`src/rtl/mmio_bus_arbiter_pkg.sv`:
```
// Shared types and region map for the two-master MMIO bus arbiter.
package mmio_bus_arbiter_pkg;

  typedef enum logic [1:0] {StIdle, StIssue, StWait, StDone} state_e;

  localparam logic [3:0] IdDmem  = 4'd0;
  localparam logic [3:0] IdSeg   = 4'd2;
  localparam logic [3:0] IdTimer = 4'd3;
  localparam logic [3:0] IdCmem  = 4'd4;
  localparam logic [3:0] IdKbd   = 4'd5;
  localparam logic [3:0] IdSw    = 4'd6;
  localparam logic [3:0] IdLed   = 4'd7;
  localparam logic [3:0] IdVga   = 4'd8;

  typedef struct packed {
    logic        we;
    logic [31:0] addr;
    logic [31:0] wdata;
    logic [3:0]  wmask;
  } bus_req_t;

  function automatic logic [3:0] region_id(input logic [31:0] addr);
    return addr[23:20];
  endfunction

endpackage

```
`src/rtl/mmio_bus_arbiter_rr_arb2.sv`:
```
// Two-way round-robin grant; the parent owns the last-granted pointer.
module mmio_bus_arbiter_rr_arb2 (
  input  logic [1:0] req,
  input  logic       last,
  output logic [1:0] gnt
);

  always_comb begin
    gnt = 2'b00;
    case (req)
      2'b01:   gnt = 2'b01;
      2'b10:   gnt = 2'b10;
      // Tie goes to whichever master was not granted last.
      2'b11:   gnt = last ? 2'b01 : 2'b10;
      default: gnt = 2'b00;
    endcase
  end

endmodule

```
`src/rtl/mmio_bus_arbiter.sv`:
```
// Shares the MMIO data bus between the CPU port (m0) and a secondary master (m1),
// one transaction in flight, round-robin grant, per-region read wait states.
module mmio_bus_arbiter #(
  parameter int unsigned RD_LAT   = 1,
  parameter logic [15:0] SLOW_IDS = 16'h0011
) (
  input  logic        clk,
  input  logic        rst,
  input  logic        m0_req,
  input  logic        m0_we,
  input  logic [31:0] m0_addr,
  input  logic [31:0] m0_wdata,
  input  logic [3:0]  m0_wmask,
  output logic        m0_ack,
  output logic [31:0] m0_rdata,
  input  logic        m1_req,
  input  logic        m1_we,
  input  logic [31:0] m1_addr,
  input  logic [31:0] m1_wdata,
  input  logic [3:0]  m1_wmask,
  output logic        m1_ack,
  output logic [31:0] m1_rdata,
  output logic        bus_valid,
  output logic        bus_we,
  output logic [31:0] bus_addr,
  output logic [31:0] bus_wdata,
  output logic [3:0]  bus_wmask,
  input  logic [31:0] bus_rdata,
  output logic        busy
);
  import mmio_bus_arbiter_pkg::*;

  state_e      state_q, state_d;
  bus_req_t    lat_q, lat_d;
  logic        owner_q, owner_d;
  logic        last_q, last_d;
  logic [2:0]  cnt_q, cnt_d;
  logic [31:0] m0_rdata_q, m0_rdata_d;
  logic [31:0] m1_rdata_q, m1_rdata_d;
  logic [1:0]  gnt;
  logic        sample;

  mmio_bus_arbiter_rr_arb2 u_rr_arb2 (
    .req  ({m1_req, m0_req}),
    .last (last_q),
    .gnt  (gnt)
  );

  always_comb begin
    state_d    = state_q;
    lat_d      = lat_q;
    owner_d    = owner_q;
    last_d     = last_q;
    cnt_d      = cnt_q;
    m0_rdata_d = m0_rdata_q;
    m1_rdata_d = m1_rdata_q;
    sample     = 1'b0;
    unique case (state_q)
      StIdle: begin
        if (gnt[1]) begin
          owner_d = 1'b1;
          lat_d   = '{we: m1_we, addr: m1_addr, wdata: m1_wdata, wmask: m1_wmask};
          state_d = StIssue;
        end else if (gnt[0]) begin
          owner_d = 1'b0;
          lat_d   = '{we: m0_we, addr: m0_addr, wdata: m0_wdata, wmask: m0_wmask};
          state_d = StIssue;
        end
      end
      StIssue: begin
        if (!lat_q.we && SLOW_IDS[region_id(lat_q.addr)]) begin
          cnt_d   = 3'(RD_LAT - 1);
          state_d = StWait;
        end else begin
          sample  = !lat_q.we;
          state_d = StDone;
        end
      end
      StWait: begin
        if (cnt_q == 3'd0) begin
          sample  = 1'b1;
          state_d = StDone;
        end else begin
          cnt_d = cnt_q - 3'd1;
        end
      end
      StDone: begin
        last_d  = owner_q;
        state_d = StIdle;
      end
      default: state_d = StIdle;
    endcase
    // Read data lands in the owner's register so it is valid alongside ack in DONE.
    if (sample) begin
      if (owner_q) m1_rdata_d = bus_rdata;
      else         m0_rdata_d = bus_rdata;
    end
  end

  always_ff @(posedge clk or posedge rst) begin
    if (rst) begin
      state_q    <= StIdle;
      lat_q      <= '0;
      owner_q    <= 1'b0;
      last_q     <= 1'b1;  // m0 preferred out of reset
      cnt_q      <= 3'd0;
      m0_rdata_q <= 32'd0;
      m1_rdata_q <= 32'd0;
    end else begin
      state_q    <= state_d;
      lat_q      <= lat_d;
      owner_q    <= owner_d;
      last_q     <= last_d;
      cnt_q      <= cnt_d;
      m0_rdata_q <= m0_rdata_d;
      m1_rdata_q <= m1_rdata_d;
    end
  end

  assign bus_valid = (state_q == StIssue);
  assign bus_we    = lat_q.we;
  assign bus_addr  = lat_q.addr;
  assign bus_wdata = lat_q.wdata;
  assign bus_wmask = lat_q.wmask;
  assign busy      = (state_q != StIdle);
  assign m0_ack    = (state_q == StDone) && !owner_q;
  assign m1_ack    = (state_q == StDone) && owner_q;
  assign m0_rdata  = m0_rdata_q;
  assign m1_rdata  = m1_rdata_q;

endmodule

```
`config.mk`:
```
export PLATFORM = sky130hd
export DESIGN_NAME = mmio_bus_arbiter
export DESIGN_NICKNAME = d
export VERILOG_FILES = /design/src/rtl/mmio_bus_arbiter_pkg.sv /design/src/rtl/mmio_bus_arbiter_rr_arb2.sv /design/src/rtl/mmio_bus_arbiter.sv
export SDC_FILE = /design/constraint.sdc
export NUM_CORES = 1
export LEC_CHECK = 0
export CAP_MARGIN = 20
export CORE_MARGIN = 1.5
export CORE_UTILIZATION = 36
export DETAILED_ROUTE_END_ITERATION = 6
export MAX_ROUTING_LAYER = met4
export PLACE_DENSITY = 0.77
export REMOVE_ABC_BUFFERS = 1
export SLEW_MARGIN = 20
export SYNTH_ARGS = -nofsm -noshare
export SYNTH_HDL_FRONTEND = slang
export SYNTH_HIERARCHICAL = 1
export SYNTH_SLANG_ARGS = --single-unit
```
`constraint.sdc`:
```
create_clock -name clk -period 4.2 [get_ports clk]
set_input_delay 0.63 -clock clk [delete_from_list [all_inputs] [get_ports clk]]
set_output_delay 0.63 -clock clk [all_outputs]
set_load 0.005 [all_outputs]
```
==> results by group <==
Layout
  – FF/Latch Area: 3500 sq um
  – Antenna cells: 0
  – Post-route insts no fill: 1024
  – Final net count: 971
  – Multi-input gate area: 2350 sq um
  – Share of post-route cells with drive strength above 1: 0.136
  – # fillers: 1304
  – Area grow syn2layout: 64.8%
  – Final core utilization: 0.604

Setup path
  – Setup crit end: busy
  – Slowest-stage cell, CP: clkdlybuf4s50_1
  – WP data required: 3.57 ns
  – Crit path cell chain: inv_1 -> ha_1 -> inv_1 -> clkdlybuf4s50_1
  – Cell count along the critical path: 4
  – Delay-heaviest family, CP: buffers and inverters
  – Worst r2r src: state_q[0]
  – Element type at the critical path end: output port
  – Kind of critical path: reg2out
  – CP peak stage delay: 0.51 ns
  – Worst r2r path cells: 6
  – Cell mode on critical path: inv_1
  – Arr. time, crit path: 1.84 ns
  – Startpoint types: register
  – Crit path from: state_q[0]
  – CP bufs+invs: 3
  – RR Endpoint: m1_rdata[1]
  – Reg2reg setup slack: 1.90 ns
  – Crit-path max FO: 6

Logic synthesis
  – Adder-cell share of the synthesized area: 0.0124
  – Syn avg cell area: 12.5 sq um
  – Mapped Area: 6040 sq um
  – Mux contribution to synthesized area: 0.239
  – Yosys top cell by area: dfrtp_1
  – Post-Syn Instances: 484
  – Ys Warns: 6
  – Post-synth top area share: 0.576
  – Count of state elements after synthesis: 140
  – Area contributors post-synth: dfrtp_1 (58%), mux2i_1 (12%), mux2_2 (12%), o21ai_0 (5.6%), nand2_1 (4.5%)
  – Post-Synth XOR/XNOR Area: 0
  – Largest family of logic cells by synthesized area: multiplexers
  – Library cells used by synthesis: 34
  – Post-Synth Simple-Gate Area: 0.0582
  – Post-synthesis sequential area ratio: 0.580
  – Compound-cell area share of the yosys netlist: 0.0754

Floorplanning
  – Initial Utilization: 0.367
  – Die W: 133 um
  – # IOs: 311
  – Core footprint: 16500 sq um
  – Die Y: 133 um
  – Row Count: 47
  – Die area: 17600 sq um

Detailed routing
  – Routed Antenna Nets: 0
  – DRC viols: 0
  – Vias: 4841
  – Detailed Route WL: 16.2 mm
  – 1st-iter DRT viols: 125
  – Drt first pass iters: 5
  – DR WL/cell: 15.9 um
  – Via/cell ratio: 4.73

STA
  – Unrepaired setup endpoints after global routing: no
  – Final hold slack: 0.476 ns
  – Final setup viols: 0
  – Relative slew slack: 0.468
  – Post-route clock skew: 0.00503 ns
  – Final Hold Fails: 0
  – Setup TNS: 0 ns
  – Crit path time final: 2.47 ns
  – Final Max Slew Viols: 0
  – Final period utilization: 0.589
  – Worst-Margin Slew: 0.798 ns
  – Fmax: 0.404 GHz

Clock tree
  – Clock transition at path regs: 0.06 ns
  – Root Buffer: clkbuf_16
  – Post-CTS Setup Inserts: 0
  – Clock buffer count from CTS: 17
  – Worst skew pair latency: 0.41 ns
  – Num Clock Sinks: 140
  – Clk buf depth: 2
  – CTS HTree Levels: 4
  – Hold Buf Count CTS: 0
  – # resized after CTS: 0
  – CTS tree: yes

GRT
  – Pin count of the biggest net entering global routing: 113
  – Grt ovf: 0
  – Tot GR Track Use: 0.194
  – First-pass GRT wire length: 26.1 mm
  – Antenna violations before repair: 0
  – Vias in the first global route: 5127

Place
  – Placer congestion estimate: 0.787
  – Port Buf Inserts: 310
  – Dpl cells: 991
  – Detailed Place HPWL: 12.3 mm

Min path
  – WHS Path Cells: 2
  – Min-delay worst type: reg2reg

Pwr
  – Power per Cell Area: 699 nW/um^2
  – Leak: 4.24 nW
  – Max VDD drop: 0.000311 V

Flow run
  – Maxcap violations: 0

Status
  – Status: complete, no violations
[synth_stat cells]
cell type and instances:
a21boi_0 1, a21boi_1 1, a21oi_1 1, a22o_1 1, a31oi_1 1, and2_1 1
and2b_1 1, and3_1 1, buf_2 16, buf_4 1, buf_6 6, clkbuf_1 6
dfrtp_1 139, dfstp_2 1, ha_1 6, inv_1 9, mux2_1 2, mux2_2 63
mux2i_1 71, nand2_1 72, nand2b_1 1, nand3_1 1, nand4b_1 1, nand4bb_1 1
nor2_1 2, nor2b_1 1, nor3_4 1, o21ai_0 67, o21ai_1 3, o22a_1 1
o22ai_1 2, o22ai_2 1, o32ai_4 1, o41ai_1 1
[how the worst min path moves through the flow]
stage                  start            end  slack (ns)
2_1_floorplan    bus_addr[0]    bus_addr[0]        0.47
3_3_place_gp    bus_wdata[1]   bus_wdata[1]        0.46
3_5_place_dp   bus_wdata[28]  bus_wdata[28]        0.47
4_1_cts        bus_wdata[15]  bus_wdata[15]        0.48
5_1_grt         bus_addr[19]   bus_addr[19]        0.51
6_report       bus_wdata[16]  bus_wdata[16]        0.48
[flip-flops by register name (all words and copies together), names as in the netlist]
name,flops
owner_q,1
last_q,1
bus_wdata,32
cnt_q,3
bus_addr,32
bus_we,1
state_q,2
m1_rdata,32
m0_rdata,32
bus_wmask,4
[per-layer routing]
metal  wire [um]  vias to the layer above  track usage
li1            -                     2301            -
met1        6740                     2300        0.220
met2        8270                      226        0.338
met3        1080                       14       0.0502
met4         154                        0       0.0604
met5           0                        -            -
[area by class of cell]
type,instances,share of cell area
Tap cell,220,0.0277
Inverter,9,0.00390
Clock buffer,17,0.0427
Sequential cell,140,0.352
Timing Repair Buffer,317,0.322
Clock inverter,15,0.0155
Multi-Input combinational cell,306,0.237
[worst register-to-register path: stages (launching register included)]
cell	delay, ns
dfrtp_1	0.43
inv_1	0.09
ha_1	0.39
nand4b_1	0.19
o22ai_4	0.49
buf_16	0.24
mux2_2	0.35
[kinds of logic (layout without fill, tap and decap cells)]
family / Yosys count / count (layout)
flops: 140 / 140
compound gates: 81 / 81
simple gates: 83 / 83
mux: 136 / 136
buf+inv: 38 / 358
fa+ha+maj: 6 / 6
[stage by stage]
stage	setup slack [ns]	total power, mW	cell area [sq um]
2_1_floorplan	-11.84	3.76	5860
3_3_place_gp	1.72	5.40	9350
3_5_place_dp	1.60	5.53	9350
4_1_cts	1.68	7.01	9930
5_1_grt	1.66	7.40	9950
6_report	1.73	6.96	9950
[layout by cell type (no fill, tap or decap), types with 2 or more instances in the layout]
cell,n
mux2_2,63
o21ai_1,2
mux2i_1,71
clkdlybuf4s50_1,310
mux2_1,2
inv_6,7
o22ai_1,2
clkinvlp_4,3
clkinv_2,2
o21ai_0,67
inv_8,2
inv_1,8
nand2_1,72
nor2_1,2
dfrtp_1,139
clkbuf_16,17
buf_12,2
buf_4,4
ha_1,6
[report_power, final]
group          switching (mW)  total, mW  internal, mW  leakage [nW]
clock network           0.613       1.45         0.836         0.278
registers               0.386       2.41          2.02          1.70
logic                    1.15       3.10          1.95          2.26
Power figures use the tool's default switching activity.
